[config.mk]
export PLATFORM = sky130hd
export DESIGN_NAME = pwm_comparador_deadtime
export DESIGN_NICKNAME = d
export VERILOG_FILES = /design/src/rtl/pwm_comparador_deadtime.sv
export SDC_FILE = /design/constraint.sdc
export NUM_CORES = 1
export LEC_CHECK = 0
export BUFFER_PORTS_ARGS = -buffer_cell sky130_fd_sc_hd__buf_2
export CAP_MARGIN = 20
export CORE_MARGIN = 2
export CORE_UTILIZATION = 50
export DETAILED_ROUTE_END_ITERATION = 16
export PLACE_DENSITY = 0.76
export SYNTH_ARGS = -nofsm -noshare
export SYNTH_HDL_FRONTEND = slang
export SYNTH_SLANG_ARGS = --single-unit
[constraint.sdc]
create_clock -name i_clk -period 2.9 [get_ports i_clk]
set_input_delay 0 -clock i_clk [delete_from_list [all_inputs] [get_ports i_clk]]
set_output_delay 0 -clock i_clk [all_outputs]
set_load 0.05 [all_outputs]
[src/rtl/pwm_comparador_deadtime.sv]
//------------------------------------------------------------------------------
// pwm_comparador_deadtime
//
// Purpose:
//   PWM compare stage that sits behind a free-running period counter. The
//   counter value is compared against a double-buffered duty register, and
//   the result drives a complementary high/low gate pair with a programmable
//   dead interval between them. A new duty value is held in a pending buffer
//   and only becomes active at the period wrap, so a period never changes its
//   duty part-way through.
//
// Ports:
//   i_clk          system clock, rising edge
//   i_rst          asynchronous active-high reset
//   i_ena          shared enable with the period counter; low freezes this block
//   i_count        period counter value (0..MAX_VALUE, wraps to 0)
//   i_duty_in      new duty value
//   i_duty_wr      one-cycle write strobe for i_duty_in (honoured even if !i_ena)
//   i_dead_time    dead interval in clk cycles; 0 disables the dead interval
//   o_pwm_h        high-side gate, decoded from the state register
//   o_pwm_l        low-side gate, decoded from the state register
//   o_duty_active  duty currently used for comparison
//   o_pend         a written duty is waiting for the next wrap
//   o_period_start one-cycle pulse after the wrap edge
//------------------------------------------------------------------------------
`timescale 1ns/1ps

module pwm_comparador_deadtime #(
   parameter int RESOLUTION_BITS = 8,
   parameter int DEAD_BITS       = 4
) (
   input  logic                       i_clk,
   input  logic                       i_rst,
   input  logic                       i_ena,
   input  logic [RESOLUTION_BITS-1:0] i_count,
   input  logic [RESOLUTION_BITS-1:0] i_duty_in,
   input  logic                       i_duty_wr,
   input  logic [DEAD_BITS-1:0]       i_dead_time,
   output logic                       o_pwm_h,
   output logic                       o_pwm_l,
   output logic [RESOLUTION_BITS-1:0] o_duty_active,
   output logic                       o_pend,
   output logic                       o_period_start
);

   localparam logic [RESOLUTION_BITS-1:0] MAX_VALUE = '1;

   typedef enum logic [2:0] {
      S_OFF,
      S_LOW,
      S_DT_RISE,
      S_HIGH,
      S_DT_FALL
   } state_t;

   state_t                     r_state;
   state_t                     w_state_next;
   logic [DEAD_BITS-1:0]       r_dcnt;
   logic [DEAD_BITS-1:0]       w_dcnt_next;
   logic [RESOLUTION_BITS-1:0] r_duty_active;
   logic [RESOLUTION_BITS-1:0] r_pending;
   logic                       r_pend;
   logic                       r_period_start;
   logic                       w_raw;
   logic                       w_wrap;
   logic                       w_dead_zero;
   logic [DEAD_BITS-1:0]       w_dead_load;

   // Unsigned compare; duty 0 never asserts, duty MAX_VALUE tops out one
   // cycle short of a full period.
   assign w_raw       = (i_count < r_duty_active);
   assign w_wrap      = i_ena && (i_count == MAX_VALUE);
   assign w_dead_zero = (i_dead_time == '0);
   // The down-counter ends at 0, so loading D-1 gives exactly D dead cycles.
   assign w_dead_load = i_dead_time - DEAD_BITS'(1);

   //---------------------------------------------------------------------------
   // Duty double buffer and period-start pulse
   //---------------------------------------------------------------------------
   always_ff @(posedge i_clk or posedge i_rst) begin
      if (i_rst) begin
         r_duty_active  <= '0;
         r_pending      <= '0;
         r_pend         <= 1'b0;
         r_period_start <= 1'b0;
      end else begin
         r_period_start <= w_wrap;
         if (w_wrap && r_pend) begin
            r_duty_active <= r_pending;
            r_pend        <= 1'b0;
         end
         // Placed after the transfer so a write on the wrap edge wins the
         // pend flag while the transfer still uses the old pending value.
         if (i_duty_wr) begin
            r_pending <= i_duty_in;
            r_pend    <= 1'b1;
         end
      end
   end

   //---------------------------------------------------------------------------
   // Gate FSM: state register
   //---------------------------------------------------------------------------
   always_ff @(posedge i_clk or posedge i_rst) begin
      if (i_rst) begin
         r_state <= S_OFF;
         r_dcnt  <= '0;
      end else if (i_ena) begin
         r_state <= w_state_next;
         r_dcnt  <= w_dcnt_next;
      end
   end

   //---------------------------------------------------------------------------
   // Gate FSM: next state
   //---------------------------------------------------------------------------
   always_comb begin
      w_state_next = r_state;
      w_dcnt_next  = r_dcnt;
      case (r_state)
         S_OFF: begin
            w_state_next = S_LOW;
         end
         S_LOW: begin
            if (w_raw) begin
               if (w_dead_zero) begin
                  w_state_next = S_HIGH;
               end else begin
                  w_state_next = S_DT_RISE;
                  w_dcnt_next  = w_dead_load;
               end
            end
         end
         S_DT_RISE: begin
            // A pulse shorter than the dead interval never reaches the gate.
            if (!w_raw) begin
               w_state_next = S_LOW;
            end else if (r_dcnt == '0) begin
               w_state_next = S_HIGH;
            end else begin
               w_dcnt_next = r_dcnt - DEAD_BITS'(1);
            end
         end
         S_HIGH: begin
            if (!w_raw) begin
               if (w_dead_zero) begin
                  w_state_next = S_LOW;
               end else begin
                  w_state_next = S_DT_FALL;
                  w_dcnt_next  = w_dead_load;
               end
            end
         end
         S_DT_FALL: begin
            // Always runs to completion, even if raw reasserts.
            if (r_dcnt == '0) begin
               w_state_next = S_LOW;
            end else begin
               w_dcnt_next = r_dcnt - DEAD_BITS'(1);
            end
         end
         default: begin
            w_state_next = S_OFF;
         end
      endcase
   end

   // Decoded straight from the state register: reset clears both gates
   // without waiting for a clock edge, and no state drives both high.
   assign o_pwm_h        = (r_state == S_HIGH);
   assign o_pwm_l        = (r_state == S_LOW);
   assign o_duty_active  = r_duty_active;
   assign o_pend         = r_pend;
   assign o_period_start = r_period_start;

endmodule
==> results of run 1 <==
[critical path, cell delays in order (launching register included)]
cell      delay, ns
dfrtp_1        0.39
inv_1          0.07
ha_1           0.23
a21o_1         0.17
a21oi_1        0.27
mux2i_1        0.26
o211ai_2       0.17
a211o_1        0.33
mux2_4         0.31
[area by class of cell]
type,count,area share
Sequential cell,25,0.3458
Timing Repair Buffer,47,0.1618
Tap cell,31,0.02144
Inverter,15,0.03112
Clock inverter,1,0.004149
Multi-Input combinational cell,101,0.4232
Clock buffer,3,0.01245
[power breakdown]
group          total (mW)  switching (mW)  internal, mW
sequential          0.486          0.0757         0.410
combinational       0.485           0.282         0.203
clock               0.153           0.100        0.0527
[synthesized netlist by cell type, drive strengths merged]
cell type  number
a21oi           4
a31oi           1
inv            15
xnor2           1
nor3b           1
o22ai           2
nand2          10
a211oi          2
a2111oi         1
o21ai          12
o211ai          1
dfrtp          25
nor2            8
clkbuf          5
a2111o          2
nor2b           3
nor4            2
a211o           2
nand3           4
mux2           11
a21o            1
nor3            4
nand2b          3
o21a            3
a311oi          1
nor4b           2
a21bo           1
mux2i           5
or4             1
o311ai          1
a22oi           1
buf             1
nand4           1
ha              8
o21bai          2
[layer usage]
| metal | vias to the layer above | wire, microns | GRT usage |
|---|---|---|---|
| li1 | 613 | - | - |
| met1 | 571 | 1307 | 0.2575 |
| met2 | 29 | 1578 | 0.3555 |
| met3 | 5 | 178 | 0.06250 |
| met4 | 0 | 24 | 0.04983 |
| met5 | - | 0 | 0 |
[logic make-up (layout without fill, tap and decap cells)]
logic type	after synthesis	in the layout	share of synthesized area
simple gates	39	39	0.1409
compound gates	37	37	0.1819
flops	25	25	0.4270
buf+inv	21	66	0.05465
mux	16	16	0.1213
fa+ha+maj	8	8	0.06832
xor+xnor	1	1	0.005979
[per-stage QoR]
stage	total power, mW	hold WS (ns)	instances
5_1_grt	1.218	0.02203	223
3_5_place_dp	0.9687	0.2386	208
6_report	1.124	0.02942	223
3_3_place_gp	0.9516	0.2325	208
2_1_floorplan	0.8619	0.02732	147
4_1_cts	1.140	0.007371	223
[how the worst max path moves through the flow]
stage	start	end	slack, ns	cells past startpoint
floorplan	o_duty_active[6]	r_dcnt[0]	0.41	8
global placement	o_duty_active[6]	r_dcnt[0]	0.71	8
detailed placement	o_duty_active[6]	r_dcnt[0]	0.62	8
CTS	o_duty_active[6]	r_dcnt[0]	0.59	8
global route	r_state[2]	r_dcnt[2]	0.43	8
finish	o_duty_active[6]	r_dcnt[0]	0.60	8
[sequential cells by signal, indices dropped and copies added (netlist names)]
register	flops
r_dcnt	4
r_state	3
r_pending	8
o_duty_active	8
o_period_start	1
o_pend	1
[timing repair]
action	4_1_cts	5_1_grt
resized for setup	0	0
hold buffers	11	0
endpoints found under the hold margin	34	0
endpoints found under the setup margin	0	0
==> impl_metrics.env, run 1 <==
export IMPL_status="completed"
export IMPL_max_cap_viol_count=0
export IMPL_die_h_microns=58.13
export IMPL_ant_nets=0
export IMPL_slew_headroom=0.3860
export IMPL_totalWireLength_mm=3.089
export IMPL_holdPathStages=3
export IMPL_synth_cell_type_count=41
export IMPL_synthTopCellsByArea="dfrtp_1 43%, mux2_2 7.7%, ha_1 6.8%"
export IMPL_overflow=0
export IMPL_finalHoldViolations=0
export IMPL_area_growth_pct=23.48
export IMPL_multi_input_area_sq_um=765.7
export IMPL_cts_tree="yes"
export IMPL_finalCriticalPeriod_ns=2.297
export IMPL_grt_pass1_wl_mm=5.402
export IMPL_seq_area_sq_um=625.6
export IMPL_nNetsFinal=225
export IMPL_vdd_drop_max_mv=0.5426
export IMPL_critPathCaptureType="flip-flop"
export IMPL_p_leak_nw=0.8639
export IMPL_gp_routability_congestion=0.8511
export IMPL_synth_seq_area_share=0.4270
export IMPL_final_cell_area_sq_mm=0.001809
export IMPL_fin_worst_skew_ns=0.001783
export IMPL_start_util=0.5268
export IMPL_finalSetupTns_ns=0
export IMPL_pre_cts_ws_ns=0.6234
export IMPL_startpoint_type="flip-flop"
export IMPL_via_count=1218
export IMPL_tightestPinTransition_ns=0.9201
export IMPL_wl_per_cell_microns=13.85
export IMPL_ys_warnings_count=0
export IMPL_rsz0062_at_grt="false"
export IMPL_clk_pin_slew_ns=0.13
export IMPL_cts_num_sinks=25
export IMPL_critPathArrivalTime_ns=2.51
export IMPL_finalCoreUtilization=0.6505
export IMPL_finalSetupViolCount=0
export IMPL_drv_slew=0
export IMPL_critPathKind="flip-flop to flip-flop"
export IMPL_coreArea_sq_mm=0.002781
export IMPL_required_ns=3.12
export IMPL_min_to="r_state[1]"
export IMPL_io_pins=36
export IMPL_die_area_sq_mm=0.003379
export IMPL_grt_pass1_vias=1244
export IMPL_reg2reg_setup_slack_ns=0.60
export IMPL_drive_gt1_frac=0.3021
export IMPL_grt_max_degree=26
export IMPL_p_per_area_mw_per_mm2=621.5
export IMPL_rows=19
export IMPL_synth_top_area_share=0.4270
export IMPL_antenna_found_initial=0
export IMPL_clkLatencyLatePin_ns=0.31
export IMPL_synth_seq_cells=25
export IMPL_worst_slack_ns=0.6027
export IMPL_hold_path_class="input pin to flip-flop"
export IMPL_syn_inst=147
export IMPL_vias_per_cell=5.462
export IMPL_avgSynthCellArea_sq_um=9.967
export IMPL_dp_hpwl_mm=2.408
export IMPL_post_route_period_util=0.7922
export IMPL_drc_errors=0
export IMPL_worstRegToRegCells=8
export IMPL_regToRegStartpoint="o_duty_active[6]"
export IMPL_hold_path_startpoint="i_ena"
export IMPL_cts_buffers=3
export IMPL_die_x_microns=58.13
export IMPL_placed_cell_area_sq_mm=0.001669
export IMPL_cts_max_level=1
export IMPL_cp_max_fo=5
export IMPL_antennaDiodeCount=0
export IMPL_drt_initial_drc_count=29
export IMPL_grt_total_usage=0.2078
export IMPL_syn_nets=179
export IMPL_drt_pass1_iter_count=4
export IMPL_io_buffers=35
export IMPL_r2r_end="r_dcnt[0]"
export IMPL_clock_path_buffers=2
export IMPL_syn_area_sq_mm=0.001465
export IMPL_fillers=237
export IMPL_layout_commonest_cell="buf_2"
export IMPL_postCtsSetupBuffers=0
export IMPL_clock_tree_root_cell="clkbuf_4"
export IMPL_fmax_mhz=435.3
export IMPL_yosys_area_top_type="dfrtp_1"
export IMPL_final_cell_mix="35 x buf_2, 25 x dfrtp_1, 14 x inv_1, 11 x o21ai_0, 11 x dlygate4sd3_1"
(Power assumes the default switching activity.)
==> run 2, diff against run 1 <==
--- a/config.mk
+++ b/config.mk
@@ -8,9 +8,9 @@
 export BUFFER_PORTS_ARGS = -buffer_cell sky130_fd_sc_hd__buf_2
 export CAP_MARGIN = 20
 export CORE_MARGIN = 2
-export CORE_UTILIZATION = 50
+export CORE_UTILIZATION = 47
 export DETAILED_ROUTE_END_ITERATION = 16
-export PLACE_DENSITY = 0.76
+export PLACE_DENSITY = 0.74
 export SYNTH_ARGS = -nofsm -noshare
 export SYNTH_HDL_FRONTEND = slang
 export SYNTH_SLANG_ARGS = --single-unit
==> constraint.sdc (replaced) <==
create_clock -name i_clk -period 1.85 [get_ports i_clk]
set_input_delay 0 -clock i_clk [delete_from_list [all_inputs] [get_ports i_clk]]
set_output_delay 0 -clock i_clk [all_outputs]
set_load 0.05 [all_outputs]
==> run 2 against run 1 <==
  * The flow now finishes with violations (negative setup slack)
  * Sequential share of layout area decreased by 5.2 points
  * Fmax increased by 6.8%
  * Register-to-register slack got worse by 0.90 ns
  * Routed wire length increased by 31%
  * Cell area increased by 19%
  * Non-clock buffer count increased by 28
  * Sequential power increased by 50%
  * Clock power increased by 92%
  * Utilization increased by 6.9 points
  * Largest cell class unchanged
  * Final cell count increased by 13%
  * Via count increased by 15%
  * Critical path depth unchanged
==> impl_metrics.env, run 2 (synthesized netlist as in run 1, its figures left out) <==
export IMPL_finalSetupViolCount=6
export IMPL_startpoint_type="flip-flop"
export IMPL_critPathMaxStageDelay_ns=0.45
export IMPL_finalHoldViolations=0
export IMPL_vias_per_cell=5.557
export IMPL_drt_pass1_iter_count=4
export IMPL_antennaDiodeCount=0
export IMPL_cts_buffers=3
export IMPL_vdd_drop_max_mv=0.6420
export IMPL_clock_tree_root_cell="clkbuf_4"
export IMPL_dp_hpwl_mm=2.772
export IMPL_worst_slack_ns=-0.3003
export IMPL_layout_commonest_cell="buf_2"
export IMPL_die_area_sq_mm=0.003580
export IMPL_cts_max_level=1
export IMPL_rows=20
export IMPL_antenna_found_initial=0
export IMPL_holdPathStages=2
export IMPL_min_to="o_pend"
export IMPL_hold_path_startpoint="i_duty_wr"
export IMPL_finalCriticalPeriod_ns=2.150
export IMPL_required_ns=2.11
export IMPL_critical_path_top_delay_family="compound AO/OA/AOI/OAI gates"
export IMPL_cts_num_sinks=25
export IMPL_rsz0062_at_grt="true"
export IMPL_fin_worst_skew_ns=0.01089
export IMPL_ant_nets=0
export IMPL_hold_path_class="input pin to flip-flop"
export IMPL_clk_pin_slew_ns=0.17
export IMPL_post_route_period_util=1.162
export IMPL_wl_per_cell_microns=15.96
export IMPL_gp_routability_congestion=0.8140
export IMPL_coreArea_sq_mm=0.003003
export IMPL_drv_slew=0
export IMPL_p_leak_nw=1.007
export IMPL_via_count=1406
export IMPL_die_h_microns=59.84
export IMPL_seq_area_sq_um=634.4
export IMPL_grt_total_usage=0.2472
export IMPL_critPathArrivalTime_ns=2.41
export IMPL_nNetsFinal=253
export IMPL_crit_path_top_delay_cell="dfrtp_2"
export IMPL_cp_max_fo=2
export IMPL_p_per_area_mw_per_mm2=1021
export IMPL_reg2reg_setup_slack_ns=-0.30
export IMPL_critPathKind="flip-flop to flip-flop"
export IMPL_grt_pass1_wl_mm=6.423
export IMPL_violations="negative setup slack"
export IMPL_finalSetupTns_ns=-1.304
export IMPL_drt_initial_drc_count=76
export IMPL_tightestPinTransition_ns=0.3776
export IMPL_critPathCaptureType="flip-flop"
export IMPL_grt_max_degree=26
export IMPL_die_x_microns=59.84
export IMPL_io_pins=36
export IMPL_worstRegToRegCells=8
export IMPL_drc_errors=0
export IMPL_regToRegStartpoint="o_duty_active[6]"
export IMPL_path_buf_inv=1
export IMPL_status="complete, but fails checks"
export IMPL_r2r_end="r_dcnt[0]"
export IMPL_multi_input_area_sq_um=880.8
export IMPL_final_cell_mix="35 x buf_2, 25 x buf_4, 18 x dfrtp_1, 13 x dlygate4sd3_1"
export IMPL_overflow=0
export IMPL_slew_headroom=0.7459
export IMPL_area_growth_pct=47.40
export IMPL_dpl_cell_count=233
export IMPL_totalWireLength_mm=4.038
export IMPL_io_buffers=35
export IMPL_grt_pass1_vias=1435
export IMPL_fmax_mhz=465.1
export IMPL_clkLatencyLatePin_ns=0.36
export IMPL_start_util=0.4879
export IMPL_path_cells="inv_2, ha_4, a21o_1, a21oi_2, mux2i_1, o211ai_2, a211o_1, mux2_4"
export IMPL_drive_gt1_frac=0.5000
export IMPL_instances_no_fill=253
export IMPL_cts_tree="yes"
export IMPL_clock_path_buffers=2
export IMPL_max_cap_viol_count=0
export IMPL_fillers=208
run 2: cell types whose count changed in the layout (fill, tap and decap cells not counted), sizes merged:
cell         previous run  this run
dlygate4sd3            11        13
clkinvlp                1         0
inv                    15        16
buf                    36        62
run 2: worst max path at each step:
stage,cells after the start,start,slack [ns],endpoint
after floorplan,8,o_duty_active[6],-0.41,r_dcnt[0]
after global placement,8,o_duty_active[6],-0.22,r_dcnt[0]
after detailed placement,8,o_duty_active[6],-0.29,r_dcnt[0]
after CTS,8,o_duty_active[6],-0.23,r_dcnt[0]
after global routing,8,o_duty_active[6],-0.40,r_dcnt[0]
final,8,o_duty_active[6],-0.30,r_dcnt[0]
run 2: cell type report:
class | count | area share
well taps | 33 | 0.01912
clock buffers | 3 | 0.01043
multi-input cells | 101 | 0.4079
flip-flops and latches | 25 | 0.2937
inverters | 15 | 0.02607
repair buffers | 75 | 0.2387
clock inverters | 1 | 0.004056
run 2: what timing repair did:
item | CTS | global route
hold buffers | 13 | 0
resized for setup | 9 | 6
setup buffers | 3 | 0
hold endpoints to repair | 35 | 0
setup endpoints to repair | 6 | 8
pin swaps | 5 | 1
run 2: routing by layer:
metal	global-route usage	vias up	wire, microns
li1	-	670	-
met1	0.3159	681	1791
met2	0.4084	47	1960
met3	0.04545	8	200
met4	0.1048	0	85
met5	0	-	0
run 2: power breakdown:
part	total, mW	switching, mW	internal (mW)
sequential	0.729	0.0836	0.646
clock	0.293	0.204	0.0888
combinational	1.18	0.624	0.558
run 2: through the flow:
step           worst slack (ns)  utilization  cell area [sq um]  power [mW]  hold slack (ns)
2_1_floorplan           -0.4092            -               1518       1.366          0.02683
3_3_place_gp            -0.2169       0.6317               1897       1.699          0.05815
3_5_place_dp            -0.2867       0.6317               1897       1.745          0.06956
4_1_cts                 -0.2289       0.7075               2125       2.146         0.009618
5_1_grt                 -0.4029       0.7192               2160       2.327        0.0009165
6_report                -0.3003       0.7192               2160       2.205        0.0009373
